--- config.mk ---
export PLATFORM = sky130hd
export DESIGN_NAME = wm8750_config
export DESIGN_NICKNAME = d
export VERILOG_FILES = /design/src/rtl/wm8750_pkg.sv /design/src/rtl/wm8750_init_rom.sv /design/src/rtl/wm8750_config.sv
export SDC_FILE = /design/constraint.sdc
export NUM_CORES = 1
export LEC_CHECK = 0
export ABC_AREA = 1
export BUFFER_PORTS_ARGS = -buffer_cell sky130_fd_sc_hd__clkbuf_2
export CAP_MARGIN = 20
export CORE_ASPECT_RATIO = 0.5
export CORE_MARGIN = 3
export CORE_UTILIZATION = 35
export CTS_BUF_LIST = sky130_fd_sc_hd__clkbuf_4 sky130_fd_sc_hd__clkbuf_8 sky130_fd_sc_hd__clkbuf_16
export CTS_CLUSTER_DIAMETER = 200
export DETAILED_ROUTE_END_ITERATION = 10
export GPL_ROUTABILITY_DRIVEN = 0
export PLACE_DENSITY = 0.5
export SLEW_MARGIN = 20
export SYNTH_ARGS = -nofsm -noshare
export SYNTH_HDL_FRONTEND = slang
export SYNTH_SLANG_ARGS = --single-unit
--- constraint.sdc ---
create_clock -name clk25 -period 6.3 [get_ports clk25]
set_input_delay 0.63 -clock clk25 [delete_from_list [all_inputs] [get_ports clk25]]
set_output_delay 0.63 -clock clk25 [all_outputs]
set_load 0.05 [all_outputs]
--- src/rtl/wm8750_pkg.sv ---
// Shared definitions for the WM8750 codec configuration block: register
// addresses, the 16-bit init-table entry and the walker FSM states.
package wm8750_pkg;

    // 7-bit codec address with CSB tied low.
    localparam logic [6:0] WM_DEV_ADDR = 7'h1A;

    typedef enum logic [6:0] {
        R0_LINVOL      = 7'h00,
        R1_RINVOL      = 7'h01,
        R2_LOUT1VOL    = 7'h02,
        R3_ROUT1VOL    = 7'h03,
        R5_ADCDAC_CTRL = 7'h05,
        R7_AUDIO_INTFC = 7'h07,
        R8_SAMPLE_RATE = 7'h08,
        R10_LDAC_VOL   = 7'h0A,
        R11_RDAC_VOL   = 7'h0B,
        R15_RESET      = 7'h0F,
        R25_PWR_MGMT1  = 7'h19,
        R26_PWR_MGMT2  = 7'h1A,
        R34_LEFT_MIX1  = 7'h22,
        R37_RIGHT_MIX2 = 7'h25
    } wm_reg_e;

    typedef struct packed {
        logic [6:0] addr;
        logic [8:0] data;
    } wm_entry_t;

    typedef enum logic [2:0] {
        ST_IDLE,
        ST_START,
        ST_BITS,
        ST_ACK,
        ST_STOP,
        ST_GAP,
        ST_FINISH
    } cfg_state_e;

    function automatic wm_entry_t mk_entry(input wm_reg_e addr, input logic [8:0] data);
        wm_entry_t e;
        e.addr = addr;
        e.data = data;
        return e;
    endfunction

endpackage

--- src/rtl/wm8750_init_rom.sv ---
// Codec init table: reset, interface format matching the DSP-B serializer,
// USB clocking, then power, volume and output mixer routing.
module wm8750_init_rom
    import wm8750_pkg::*;
(
    input  logic [3:0] idx_i,
    output wm_entry_t  entry_o
);

    always_comb begin
        entry_o = mk_entry(R15_RESET, 9'h000);
        case (idx_i)
            4'd0:    entry_o = mk_entry(R15_RESET,      9'h000);
            4'd1:    entry_o = mk_entry(R7_AUDIO_INTFC, 9'h013); // slave, DSP mode B, 16-bit
            4'd2:    entry_o = mk_entry(R8_SAMPLE_RATE, 9'h001); // USB mode, MCLK = BCLK
            4'd3:    entry_o = mk_entry(R25_PWR_MGMT1,  9'h0C0);
            4'd4:    entry_o = mk_entry(R26_PWR_MGMT2,  9'h1E0);
            4'd5:    entry_o = mk_entry(R34_LEFT_MIX1,  9'h150);
            4'd6:    entry_o = mk_entry(R37_RIGHT_MIX2, 9'h150);
            4'd7:    entry_o = mk_entry(R2_LOUT1VOL,    9'h179);
            4'd8:    entry_o = mk_entry(R3_ROUT1VOL,    9'h179);
            4'd9:    entry_o = mk_entry(R10_LDAC_VOL,   9'h1FF);
            4'd10:   entry_o = mk_entry(R5_ADCDAC_CTRL, 9'h000); // clear DAC soft mute
            default: entry_o = mk_entry(R15_RESET,      9'h000);
        endcase
    end

endmodule

--- src/rtl/wm8750_config.sv ---
// I2C master that walks the WM8750 init table once per start pulse, one
// write transaction per entry, aborting the walk on any NACK.
module wm8750_config
    import wm8750_pkg::*;
#(
    parameter int         CLK_DIV  = 63,
    parameter logic [6:0] DEV_ADDR = WM_DEV_ADDR,
    parameter int         NUM_REGS = 11
) (
    input  logic clk25,
    input  logic reset25,
    input  logic start,
    output logic busy,
    output logic done,
    output logic error,
    output logic scl_oe,
    output logic sda_oe,
    input  logic sda_in
);

    // Control handshake: start is honoured only in IDLE; busy rises the next
    // cycle and falls in the single cycle that done pulses.
    localparam logic [9:0] DIV_LAST = 10'(CLK_DIV - 1);
    localparam logic [3:0] IDX_LAST = 4'(NUM_REGS - 1);

    cfg_state_e state_q, state_d;
    logic [9:0] div_q, div_d;
    logic [1:0] qtr_q, qtr_d;
    logic [2:0] bit_q, bit_d;
    logic [1:0] byte_q, byte_d;
    logic [3:0] idx_q, idx_d;
    logic       nack_q, nack_d;
    logic       abort_q, abort_d;
    logic       busy_q, busy_d;
    logic       done_q, done_d;
    logic       error_q, error_d;
    logic       scl_q, scl_d;
    logic       sda_q, sda_d;
    logic       tick, unit_end;
    wm_entry_t  entry;
    logic [7:0] tx_byte;
    logic       tx_bit;

    wm8750_init_rom u_rom (
        .idx_i   (idx_d),
        .entry_o (entry)
    );

    assign tick     = busy_q && (div_q == DIV_LAST);
    assign unit_end = tick && (qtr_q == 2'd3);

    always_comb begin
        state_d = state_q;
        div_d   = 10'd0;
        qtr_d   = qtr_q;
        bit_d   = bit_q;
        byte_d  = byte_q;
        idx_d   = idx_q;
        nack_d  = nack_q;
        abort_d = abort_q;
        busy_d  = busy_q;
        done_d  = 1'b0;
        error_d = error_q;
        if (busy_q) div_d = tick ? 10'd0 : div_q + 10'd1;
        if (tick) qtr_d = qtr_q + 2'd1;
        case (state_q)
            ST_IDLE: begin
                if (start) begin
                    state_d = ST_START;
                    busy_d  = 1'b1;
                    error_d = 1'b0;
                    idx_d   = 4'd0;
                    abort_d = 1'b0;
                    nack_d  = 1'b0;
                    qtr_d   = 2'd0;
                end
            end
            ST_START: begin
                if (unit_end) begin
                    state_d = ST_BITS;
                    bit_d   = 3'd0;
                    byte_d  = 2'd0;
                end
            end
            ST_BITS: begin
                if (unit_end) begin
                    if (bit_q == 3'd7) state_d = ST_ACK;
                    else bit_d = bit_q + 3'd1;
                end
            end
            ST_ACK: begin
                // Slave acknowledge is judged on the last cycle of q2.
                if (tick && (qtr_q == 2'd2) && sda_in) begin
                    nack_d  = 1'b1;
                    error_d = 1'b1;
                end
                if (unit_end) begin
                    nack_d = 1'b0;
                    if (nack_q) begin
                        abort_d = 1'b1;
                        state_d = ST_STOP;
                    end else if (byte_q == 2'd2) begin
                        state_d = ST_STOP;
                    end else begin
                        state_d = ST_BITS;
                        bit_d   = 3'd0;
                        byte_d  = byte_q + 2'd1;
                    end
                end
            end
            ST_STOP: begin
                if (unit_end) state_d = ST_GAP;
            end
            ST_GAP: begin
                if (unit_end) begin
                    if (abort_q || (idx_q == IDX_LAST)) begin
                        state_d = ST_FINISH;
                        busy_d  = 1'b0;
                        done_d  = 1'b1;
                    end else begin
                        state_d = ST_START;
                        idx_d   = idx_q + 4'd1;
                    end
                end
            end
            ST_FINISH: state_d = ST_IDLE;
            default:   state_d = ST_IDLE;
        endcase
    end

    // Line drive is derived from the next state so the registered pins line
    // up exactly with unit and quarter boundaries.
    always_comb begin
        case (byte_d)
            2'd0:    tx_byte = {DEV_ADDR, 1'b0};
            2'd1:    tx_byte = entry[15:8];
            default: tx_byte = entry[7:0];
        endcase
        tx_bit = tx_byte[3'd7 - bit_d];
        scl_d  = 1'b0;
        sda_d  = 1'b0;
        case (state_d)
            ST_START: begin
                scl_d = 1'b0;
                sda_d = qtr_d[1];
            end
            ST_BITS: begin
                scl_d = ~qtr_d[1];
                sda_d = ~tx_bit;
            end
            ST_ACK: begin
                scl_d = ~qtr_d[1];
                sda_d = 1'b0;
            end
            ST_STOP: begin
                scl_d = (qtr_d == 2'd0);
                sda_d = ~qtr_d[1];
            end
            default: begin
                scl_d = 1'b0;
                sda_d = 1'b0;
            end
        endcase
    end

    always_ff @(posedge clk25) begin
        if (reset25) begin
            state_q <= ST_IDLE;
            div_q   <= 10'd0;
            qtr_q   <= 2'd0;
            bit_q   <= 3'd0;
            byte_q  <= 2'd0;
            idx_q   <= 4'd0;
            nack_q  <= 1'b0;
            abort_q <= 1'b0;
            busy_q  <= 1'b0;
            done_q  <= 1'b0;
            error_q <= 1'b0;
            scl_q   <= 1'b0;
            sda_q   <= 1'b0;
        end else begin
            state_q <= state_d;
            div_q   <= div_d;
            qtr_q   <= qtr_d;
            bit_q   <= bit_d;
            byte_q  <= byte_d;
            idx_q   <= idx_d;
            nack_q  <= nack_d;
            abort_q <= abort_d;
            busy_q  <= busy_d;
            done_q  <= done_d;
            error_q <= error_d;
            scl_q   <= scl_d;
            sda_q   <= sda_d;
        end
    end

    assign busy   = busy_q;
    assign done   = done_q;
    assign error  = error_q;
    assign scl_oe = scl_q;
    assign sda_oe = sda_q;

endmodule
* Yosys cells after proc, flatten, opt, wreduce, memory -nomap -nowiden *
Memory sizes are Yosys's and may differ from the RTL's.
Cells that the tools add are included.

operators by class
  $add $sub $neg = 6
  mux-type cells = 48
  magnitude comparators = 1
  reduce and logical (&&, ||, !) cells = 17
  bitwise operators = 5
  equal/unequal tests = 23

operator list
  operator                 number
  $mux W3                  16
  $pmux W3 S6              1
  $pmux W8 S2              1
  $mux W2                  7
  $eq A3 B2 Y1 const B     4
  $eq A3 B3 Y1 const B     4
  $mux W4                  3
  $ne A2 B2 Y1 const B     6
  $add A10 B1 Y10 const B  1
  $eq A10 B6 Y1 const B    1
  $mux W1                  10
  $pmux W1 S2              5
  $pmux W3 S3              1
  $pmux W4 S2              1
  $reduce_and A4 Y1        2
  $eq A2 B2 Y1 const B     3
  $eq A3 B1 Y1 const B     2
  $reduce_and A3 Y1        2
  $reduce_or A3 Y1         2
  $not A1 Y1               5
  $add A2 B1 Y2 const B    2
  $add A4 B1 Y4 const B    1
  $eq A4 B4 Y1 const B     1
  $logic_and A1 B1 Y1      4
  13 further kinds         15

word-level totals
  logic and storage cells = 114
  memories kept = 1
  register bits = 31
  memory bits (read-only) = 240
  input port bits = 4

memories
  name             depth  bits a word  rd ports  clocked after memory_dff  write ports  line                   text
  (no name shown)  16     15           1         0                         0            wm8750_init_rom.sv:12  case (idx_i)

* Logic depth before layout (Yosys ltp) *
  depth after elaboration = 11
  gate-level depth with buffers = 23
  gate-level depth less buffers = 23

* Hierarchy *
A second synthesis with hierarchy kept.

unflattened totals
  cell total of the unflattened synthesis = 362
  area total of the unflattened synthesis = 2,362.3 um2

by module, submodules not included
  module           sequential area each (um2)  cells an instance  times used  area each (um2)
  wm8750_config    620.6                       301                1           2,004.4
  wm8750_init_rom  0.0                         61                 1           357.8

* Least setup slack after synthesis *
OpenSTA, ideal clock, no wires.

  path type = flip-flop to flip-flop
  start = register busy_q, in the netlist busy
  end = register sda_q, in the netlist sda_oe
  arrival = 2.390 ns
  data required time = 6.170 ns
  stages on the path, launching flop included = 21
  path buffers = 1
  period minus slack after synthesis = 2.520 ns
  setup slack = 3.780 ns
  cells stage by stage = dfxtp_1 inv_2 nor2_2 nand4_2 buf_6 nor2_4 nand2_1 nand2_1 o21ai_2 inv_1 ha_1 a21boi_1 nand2_1 nand2_1 nand2_1 nand2_1 nand2_1 nand2_1 nand3_1 nand3_1 a21oi_2

on the way
  word-level cells in the longest chain between the ends = 10
  elaborated cells between the ends (all ways) = 33

ends and longest elaborated chain
  what                           line                  text
  start, declared                wm8750_config.sv:34   logic busy_q, busy_d;
  start signal, assigned         wm8750_config.sv:190  busy_q <= busy_d;
  $logic_and A1 B1 Y1            wm8750_config.sv:49   assign tick = busy_q && (div_q == DIV_LAST);
  $logic_and A1 B1 Y1            wm8750_config.sv:50   assign unit_end = tick && (qtr_q == 2'd3);
  $mux W4                        wm8750_config.sv:115  if (unit_end) begin
  $pmux W4 S2                    wm8750_config.sv:66   case (state_q)
  via idx_d[0]                   wm8750_config.sv:31   logic [3:0] idx_q, idx_d;
  $mem_v2 Z16 W15                n/a
  $pmux W8 S2                    wm8750_config.sv:134  case (byte_d)
  $bmux W1 S3                    wm8750_config.sv:139  tx_bit = tx_byte[3'd7 - bit_d];
  $mux W1 (not written as such)  wm8750_config.sv:139
  $not A1 Y1                     wm8750_config.sv:149  sda_d = ~tx_bit;
  $pmux W1 S3                    wm8750_config.sv:142  case (state_d)
  end signal, assigned           wm8750_config.sv:180  sda_q <= 1'b0;
  end signal, assigned           wm8750_config.sv:194  sda_q <= sda_d;
  end, declared                  wm8750_config.sv:38   logic sda_q, sda_d;

The timed path passes the listed nets, and every way through them passes these cells. The select of a mux whose other input is x is not followed.
A chain may end at the register's enable or synchronous reset.

* Worst setup path in the final report *
  start = register div_q[0]
  end = register sda_q, in the netlist sda_oe

on the way
  word-level cells in the longest chain between the ends = 11
  elaborated cells between the ends (all ways) = 34

ends and longest elaborated chain
  what                           line                  text
  start, declared                wm8750_config.sv:27   logic [9:0] div_q, div_d;
  start signal, assigned         wm8750_config.sv:183  div_q <= div_d;
  $eq A10 B6 Y1                  wm8750_config.sv:49
  $logic_and A1 B1 Y1            wm8750_config.sv:49
  $logic_and A1 B1 Y1            wm8750_config.sv:50
  $mux W4                        wm8750_config.sv:115
  $pmux W4 S2                    wm8750_config.sv:66
  via idx_d[0]                   wm8750_config.sv:31
  $mem_v2 Z16 W15                n/a
  $pmux W8 S2                    wm8750_config.sv:134
  $bmux W1 S3                    wm8750_config.sv:139
  $mux W1 (not written as such)  wm8750_config.sv:139
  $not A1 Y1                     wm8750_config.sv:149
  $pmux W1 S3                    wm8750_config.sv:142

The timed path passes the listed nets, and every way through them passes these cells. The select of a mux whose other input is x is not followed.

==> impl_metrics.yaml <==
clock_network:
  cts_max_level: 2
  clkLatencyLatePin_ps: 270
  clock-root-buffer: "clkbuf_16"
  cts-hold-fix-buffers: 0
  cts_tree: "built"
  cts_setup_buffers: 0
  clk_pin_slew_worst_paths_ps: 50
  cts_inserted_buffers: 5
  cts_sinks: 31
  cts_buffer_depth: 2
  ctsResizeCount: 0
setup_path:
  end_kind: "flop"
  worst-path-buf-inv: 3
  start_kind: "flop"
  crit_path_cell_trace: "inv_1, ha_1, nand2_1, nor2_1, nand4_2, nand2_1, nand3_1, o21ai_2, inv_1, ha_1, nand3_1, inv_1, nand2_1, nand2_1, nand2_1, nand2_1, nor2_1, nand2_1, nand3_1, nand3_1, a21oi_2"
  required_ps: 6500
  critPathArrivalTime_ps: 3200
  cp_max_fo: 11
  critPathSlowestCell: "dfxtp_1"
  crit_top_cell: "nand2_1"
  crit_family: "simple AND/OR/NAND/NOR gates"
  slowest_delay_ps: 330
  critical_path_class: "flop to flop"
grt:
  grt_max_degree: 22
  grt_pass1_vias: 1916
  gr-usage-all-layers_pct: 14.7
  grt-ovfl-total: 0
  antenna_found_initial: 0
  grt_first_pass_wirelength_um: 8630
routing:
  wl_per_cell_um: 11.7
  drt_iter0_drc: 98
  route.detailed.drc: 0
  wl_um: 5020
  dr.pass1.iters: 4
  vias_per_cell: 4.71
  vias: 2026
  ant_nets: 0
sta:
  tns_ps: 0
  rsz0062_at_grt: "false"
  finalSetupViolCount: 0
  slew_headroom_pct: 66.6
  fmax_ghz: 0.333
  hold_violations: 0
  finalCritPeriodShare_pct: 47.7
  drv_slew: 0
  worst_clock_skew_ps: 5.35
  tightest_slew_ps: 498
  min_period_ps: 3000
final_layout:
  final_cells: 430
  drive_gt1_share_pct: 17.3
  fill_cells: 633
  num_antenna_cells: 0
  nNetsFinal: 363
  areaGrowthSynthToFinish_pct: 13.8
  mostFrequentLayoutCells: "nand2_1, nor2_1, inv_1"
  mostFrequentLayoutCell: "nand2_1"
floorplanning:
  core-area_um2: 5750
  dieArea_um2: 7280
  num_rows: 19
  chipHeight_um: 61.9
  start_util_pct: 38.0
  die_x_um: 118
  io_pins: 9
synth:
  ys_types: 39
  yosys.area.top_type: "dfxtp_1"
  ys_seq_area_share_pct: 28.4
  yosys_warnings: 0
  synth_flop_cell: "dfxtp_1"
  syn_area_per_cell_um2: 6.56
  synth_edf_count: 0
  synth.top_cell.area_share_pct: 28.4
  synth_nets: 351
  ys_ff_latch: 31
  async_flop_share_pct: 0
  yosys-top-cells-area: "dfxtp_1, nand2_1, ha_1, nor2_1, nand3_1"
  syn_area_um2: 2180
  synthCells: 333
power:
  max-vdd-ir-drop_mv: 0.0880
  powerDensity_nw_per_um2: 205
  leakage_nw: 1.09
run:
  max_cap_viol_count: 0
place:
  hpwl_um: 3940
  portBuffers: 8
  dpl.cell_count: 422
run_status:
  status: "completed"
min_path:
  hold_path.class: "flop to flop"
stage by stage:
stage	instance area (µm²)	util, %	power (W)	hold slack [ps]	worst slack [ps]
after floorplan	2180	-	0.000226	430	3780
after global placement	2310	40.1	0.000233	443	3420
after detailed placement	2310	40.1	0.000233	468	3340
after CTS	2480	43.2	0.000516	481	3300
after global routing	2480	43.2	0.000528	510	2860
final	2480	43.2	0.000509	472	3300
sequential cells by signal, summed over array words and instances, names as in the netlist, 2 cells and up:
| register | cells |
|---|---|
| idx_q | 4 |
| div_q | 10 |
| byte_q | 2 |
| state_q | 3 |
| qtr_q | 2 |
| bit_q | 3 |
synthesized netlist by cell type, drive strengths merged, types with 2 or more instances:
cell type / count
nand2: 95
nor2: 56
inv: 48
dfxtp: 31
nand3: 31
a21oi: 14
ha: 14
nand4: 9
nor3: 7
o21ai: 7
xor2: 3
clkbuf: 2
nor4: 2
worst paths after layout:
check | from | slack, ps | cells after the start | end
worst min-delay path | div_q[0]$_SDFF_PP0_ | 470 | 1 | div_q[0]$_SDFF_PP0_
worst min register to register | div_q[0]$_SDFF_PP0_ | 470 | 1 | div_q[0]$_SDFF_PP0_
worst max-delay path | div_q[0]$_SDFF_PP0_ | 3300 | 21 | sda_oe$_SDFF_PP0_
worst max register to register | div_q[0]$_SDFF_PP0_ | 3300 | 21 | sda_oe$_SDFF_PP0_
metal layers:
metal	GRT usage, %	routed length [µm]
met5	0	0
met4	3.17	26
met3	3.62	183
met2	24.3	2160
met1	20.0	2650
report_power, final:
part | total (W) | switching [W] | leakage, nW | internal, W
Combinational | 0.0000273 | 0.0000199 | 0.754 | 0.00000734
Clock | 0.000280 | 0.0000839 | 0.0868 | 0.000196
Sequential | 0.000202 | 0.00000264 | 0.251 | 0.000199
kinds of logic after synthesis:
kind of cell,after synthesis,synth area share [%]
AND/OR/NAND/NOR,202,43.8
buffers and inverters,52,9.46
flip-flops,31,28.4
AO/OA/AOI/OAI,30,8.65
adder cells (fa/ha/maj),14,8.02
XOR/XNOR,4,1.60
final cells by class:
| cell class | count | area, µm² | share of cell area [%] |
|---|---|---|---|
| well taps | 84 | 105 | 4.23 |
| clock inverters | 2 | 35.0 | 1.41 |
| repair buffers | 8 | 40.0 | 1.61 |
| inverters | 49 | 188 | 7.56 |
| flip-flops and latches | 31 | 621 | 25.0 |
| multi-input cells | 250 | 1360 | 54.6 |
| clock buffers | 6 | 139 | 5.59 |
Power figures use the tool's default switching activity.
